$ cat src/rtl/msg_ram_writer.sv
// Packs a 32-bit little-endian message stream into D_WIDTH-bit blocks and writes
// them into a ring of 2**A_WIDTH RAM slots, tracking occupancy and the final block.
module msg_ram_writer #(
  parameter int unsigned D_WIDTH = 128,
  parameter int unsigned A_WIDTH = 3
) (
  input  logic               clk,
  input  logic               rst,
  input  logic               in_valid,
  output logic               in_ready,
  input  logic [31:0]        in_data,
  input  logic               in_last,
  input  logic [2:0]         in_bytes,
  output logic               w_en,
  output logic [A_WIDTH-1:0] w_addr,
  output logic [D_WIDTH-1:0] w_data,
  input  logic               blk_done,
  output logic [A_WIDTH:0]   blk_cnt,
  output logic               last_vld,
  output logic [A_WIDTH-1:0] last_addr,
  output logic [4:0]         last_len
);

  localparam int unsigned CW    = A_WIDTH + 1;
  localparam int unsigned DEPTH = 1 << A_WIDTH;

  typedef enum logic {
    COLLECT = 1'b0,
    WRITE   = 1'b1
  } state_t;

  state_t             state_q;
  logic [1:0]         lane_q;
  logic [D_WIDTH-1:0] asm_q;
  logic [A_WIDTH-1:0] wr_ptr_q;
  logic [A_WIDTH-1:0] rd_ptr_q;
  logic [CW-1:0]      cnt_q;
  logic               w_en_q;
  logic               pend_last_q;
  logic [4:0]         pend_len_q;
  logic               last_vld_q;
  logic [A_WIDTH-1:0] last_addr_q;
  logic [4:0]         last_len_q;

  logic [2:0]  bytes_eff;
  logic [31:0] word_masked;
  logic        full;
  logic        accept;
  logic        blk_end;
  logic        wr_fire;
  logic        done_eff;
  logic [4:0]  len_d;

  // Out-of-range byte counts mean a full word; bytes past the count are zeroed.
  always_comb begin
    bytes_eff   = (in_bytes == 3'd0 || in_bytes > 3'd4) ? 3'd4 : in_bytes;
    word_masked = in_data;
    if (in_last) begin
      for (int b = 0; b < 4; b++) begin
        if (3'(b) >= bytes_eff) begin
          word_masked[8*b +: 8] = 8'h00;
        end
      end
    end
  end

  assign full     = (cnt_q == CW'(DEPTH));
  assign in_ready = ~rst & (state_q == COLLECT) & ~full;
  assign accept   = in_valid & in_ready;
  assign blk_end  = in_last | (lane_q == 2'd3);
  assign wr_fire  = (state_q == WRITE);
  assign done_eff = blk_done & (cnt_q != '0);
  assign len_d    = 5'({lane_q, 2'b00}) + 5'(bytes_eff);

  always_ff @(posedge clk or posedge rst) begin
    if (rst) begin
      state_q     <= COLLECT;
      lane_q      <= '0;
      asm_q       <= '0;
      wr_ptr_q    <= '0;
      rd_ptr_q    <= '0;
      cnt_q       <= '0;
      w_en_q      <= 1'b0;
      pend_last_q <= 1'b0;
      pend_len_q  <= '0;
      last_vld_q  <= 1'b0;
      last_addr_q <= '0;
      last_len_q  <= '0;
    end else begin
      w_en_q <= 1'b0;
      case (state_q)
        COLLECT: begin
          if (accept) begin
            asm_q[{lane_q, 5'd0} +: 32] <= word_masked;
            if (blk_end) begin
              state_q     <= WRITE;
              lane_q      <= '0;
              w_en_q      <= 1'b1;
              pend_last_q <= in_last;
              pend_len_q  <= len_d;
            end else begin
              lane_q <= lane_q + 2'd1;
            end
          end
        end
        WRITE: begin
          state_q  <= COLLECT;
          asm_q    <= '0;
          wr_ptr_q <= wr_ptr_q + A_WIDTH'(1);
        end
      endcase

      // Occupancy: a write and a retire in the same cycle cancel out.
      if (wr_fire && !done_eff) begin
        cnt_q <= cnt_q + CW'(1);
      end else if (!wr_fire && done_eff) begin
        cnt_q <= cnt_q - CW'(1);
      end
      if (done_eff) begin
        rd_ptr_q <= rd_ptr_q + A_WIDTH'(1);
      end

      // A newly written final block wins over retiring the previous one.
      if (wr_fire && pend_last_q) begin
        last_vld_q  <= 1'b1;
        last_addr_q <= wr_ptr_q;
        last_len_q  <= pend_len_q;
      end else if (done_eff && last_vld_q && (rd_ptr_q == last_addr_q)) begin
        last_vld_q <= 1'b0;
      end
    end
  end

  assign w_en      = w_en_q;
  assign w_addr    = wr_ptr_q;
  assign w_data    = asm_q;
  assign blk_cnt   = cnt_q;
  assign last_vld  = last_vld_q;
  assign last_addr = last_addr_q;
  assign last_len  = last_len_q;

endmodule

$ cat config.mk
export PLATFORM = sky130hd
export DESIGN_NAME = msg_ram_writer
export DESIGN_NICKNAME = d
export VERILOG_FILES = /design/src/rtl/msg_ram_writer.sv
export SDC_FILE = /design/constraint.sdc
export NUM_CORES = 1
export LEC_CHECK = 0
export BUFFER_PORTS_ARGS = -buffer_cell sky130_fd_sc_hd__buf_2
export CAP_MARGIN = 20
export CORE_ASPECT_RATIO = 0.5
export CORE_MARGIN = 3
export CORE_UTILIZATION = 56
export CTS_CLUSTER_SIZE = 20
export DETAILED_ROUTE_END_ITERATION = 6
export HOLD_SLACK_MARGIN = 0.08
export PLACE_DENSITY = 0.92
export SLEW_MARGIN = 20
export SYNTH_ARGS = -nofsm -noshare
export SYNTH_HDL_FRONTEND = slang
export SYNTH_SLANG_ARGS = --single-unit
export TNS_END_PERCENT = 30
$ cat constraint.sdc
create_clock -name clk -period 12.1 [get_ports clk]
set_input_delay 2.42 -clock clk [delete_from_list [all_inputs] [get_ports clk]]
set_output_delay 2.42 -clock clk [all_outputs]
set_load 0.1 [all_outputs]
==> run_results.csv <==
group,metric,value,unit
sta,grt_setup_unrepaired,"false",
layout,nets,684,
worst_setup_path,path_class,"in2out",
layout,area_delta_synth_final,23.4,%
grt,grt_antenna_before_repair,0,
worst_setup_path,reg2reg_from,"blk_cnt[0]",
clock_network,cts_tree,"built",
min_path,holdPathStages,1,
layout,postLayoutCellArea,0.00819,mm²
sta,fin_hold_ws,486,ps
min_path,hold_path_class,"reg2reg",
floorplanning,die_h,83.0,µm
floorplanning,initial_utilization,58.9,%
sta,skew,9.50,ps
sta,finalHoldViolations,0,
worst_setup_path,path_buf_inv,2,
pwr,leakagePower,0.00422,µW
sta,fin_crit,5620,ps
sta,setup_viol,0,
clock_network,cts-root-buf,"clkbuf_16",
floorplanning,fp-row-count,27,
clock_network,clk_latency,410,ps
synthesis,syn_area_per_cell,14.3,µm²
sta,slew_headroom,26.9,%
worst_setup_path,slowest_delay,460,ps
worst_setup_path,cp.arrival,3200,ps
clock_network,clock-sinks,156,
detailed_routing,ant_nets,0,
grt,grt_use_total,26.5,%
synthesis,synth-warning-count,0,
synthesis,synth_area_leader_cell,"dfrtp_1",
detailed_routing,drc,0,
synthesis,ys_seq_elements,156,
worst_setup_path,crit_chain,"buf_2, nor3b_1, buf_2",
pwr,power_density,291,mW/mm²
synthesis,synth.top_cell.area_share,58.8,%
worst_setup_path,rr_endpoint,"blk_cnt[3]",
detailed_routing,dr.pass1.iters,5,
sta,post-route-period-util,46.4,%
min_path,holdCritStartpoint,"w_data[17]",
worst_setup_path,cp_max_fo,4,
sta,fin_tns_setup,0,ps
grt,first_global_vias,5163,
min_path,hold_end,"w_data[17]",
clock_network,cts_buffer_depth,2,
clock_network,cts_setup_buffers,0,
sta,worstMarginPinSlew,1100,ps
clock_network,cts_buffers,17,
clock_network,cts_resized,0,
synthesis,synth_area_leaders,"dfrtp_1 59%, a32o_1 16%, mux2_2 3.6%",
synthesis,netlist-cell-type-count,42,
synthesis,syn-num-nets,520,
pwr,vdd.ir_drop.worst,0.268,mV
worst_setup_path,path_common_cell,"buf_2",
detailed_routing,drtIter0Drc,418,
synthesis,postSynthCellCount,466,
clock_network,htreeDepth,4,
worst_setup_path,critPathRequiredTime,9680,ps
pwr,total_power,2380,µW
synthesis,ys_seq_area_share,58.8,%
grt,grt_overflow,0,
placed_design,portBuffers,185,
worst_setup_path,endpoint_kind,"primary output",
layout,drive_above_1_share,41.8,%
placed_design,place_area,0.00758,mm²
synthesis,synth-edff-count,0,
floorplanning,die_area,0.0133,mm²
grt,grt_max_degree,86,
floorplanning,die_x,160,µm
clock_network,cts_hold_buffers,0,
synthesis,syn_area,0.00664,mm²
outcome,outcome,"finished clean",
floorplanning,ios,186,
synthesis,async_reset_ff_share,100,%
floorplanning,core_region_area,0.0113,mm²
worst_setup_path,crit_slowest_cell,"buf_2",
detailed_routing,via_count,5058,
detailed_routing,viasPerCell,6.30,
detailed_routing,avgRoutedWirePerCell,21.4,µm
worst_setup_path,path_delay_family,"buffers and inverters",
run,drv_cap,0,
worst_setup_path,crit_path_start_kind,"primary input",
sta,max_freq,178,MHz
grt,grt_first_pass_wirelength,28300,µm
sta,report.final.slew_viol_count,0,
detailed_routing,finalWirelength,17100,µm
synthesis,synth_flop_cell,"dfrtp_1",
clock_network,clk_pin_slew,60,ps
worst_setup_path,reg2reg_depth,7,
placed_design,gp_congestion,0.800,
placed_design,hpwl,11300,µm
worst_setup_path,reg2reg_slack,9200,ps
## metal layers
layer / track usage (%) / vias to the layer above / wire, µm
met3: 5.68 / 25 / 1030
met2: 42.8 / 214 / 8540
met4: 8.11 / 0 / 299
met5: 0 / - / 0
li1: - / 2188 / -
met1: 36.5 / 2631 / 7280
## area by class of cell
class / count / area (µm²)
Antenna cell: 1 / 2.50
Clock buffer: 21 / 470
Clock inverter: 11 / 134
Fill cell: 784 / 3090
Inverter: 16 / 65.1
Multi-Input combinational cell: 247 / 2440
Sequential cell: 156 / 3900
Tap cell: 159 / 199
Timing Repair Buffer: 192 / 978
## layout by cell type (no fill, tap or decap), types with 3 or more instances in the layout
| cell | instances |
|---|---|
| a31oi_4 | 3 |
| a32o_1 | 105 |
| and3_1 | 12 |
| buf_2 | 185 |
| buf_4 | 7 |
| clkbuf_16 | 17 |
| clkbuf_8 | 3 |
| clkinvlp_4 | 4 |
| dfrtp_1 | 156 |
| ha_1 | 13 |
| inv_1 | 15 |
| inv_6 | 4 |
| mux2_2 | 21 |
| mux2_4 | 12 |
| mux2i_1 | 10 |
| nand2_1 | 9 |
| nand3_1 | 3 |
| o211ai_1 | 11 |
| o311a_1 | 8 |
| xnor2_1 | 4 |
| xor2_1 | 5 |
## worst max-delay path by stage
stage                     startpoint       end  slack, ps  cells after the start
after floorplan                  rst  in_ready       5070                      1
after global routing             rst  in_ready       6370                      3
after CTS                        rst  in_ready       6460                      3
after global placement           rst  in_ready       6490                      3
after detailed placement         rst  in_ready       6470                      3
final                            rst  in_ready       6480                      3
## cells by family (layout without fill, tap and decap cells)
family | count (synthesis) | in the layout | share of synthesized area, %
other | 0 | 1 | 0
adders and majority gates | 14 | 14 | 2.75
DFF | 156 | 156 | 58.8
AOI/OAI and AO/OA | 136 | 136 | 20.4
buffers and inverters | 63 | 240 | 4.71
muxes | 43 | 43 | 7.78
xor gates and xnor gates | 9 | 9 | 1.19
and+or+nand+nor | 45 | 45 | 4.39
## synthesized netlist by cell type (2+ instances only)
library cell	instances
xor2_1	5
nand3_1	3
buf_2	13
dfrtp_1	156
nor2b_1	2
clkbuf_1	21
buf_4	10
mux2_4	12
mux2_2	21
xnor2_1	4
or3_1	2
nor2_1	2
inv_1	16
o41ai_1	2
or2_2	2
buf_6	3
nor3_1	2
o311a_1	8
a31oi_4	3
and3_1	12
a21oi_1	2
nor4bb_1	2
nand2_1	9
a32o_1	105
mux2i_1	10
o211ai_1	11
ha_1	13
## per-stage QoR
stage / utilization [%] / cells / setup slack, ps
floorplan: - / 466 / 5070
global placement: 67.2 / 770 / 6490
detailed placement: 67.2 / 770 / 6470
CTS: 72.5 / 802 / 6460
global route: 72.6 / 802 / 6370
finish: 72.6 / 803 / 6480
## state kept, by name (all words and copies together) (netlist names)
| signal | cells |
|---|---|
| pend_last_q | 1 |
| state_q | 1 |
| blk_cnt | 4 |
| w_addr | 3 |
| pend_len_q | 5 |
| lane_q | 2 |
| last_len | 5 |
| w_data | 128 |
| last_addr | 3 |
| rd_ptr_q | 3 |
| last_vld | 1 |
## power by group
group          internal [µW]  switching [µW]  total [µW]
Combinational            224             907        1130
Clock                    323             215         539
Sequential               629            83.9         713
Total                   1180            1210        2380
(Power assumes the default switching activity.)
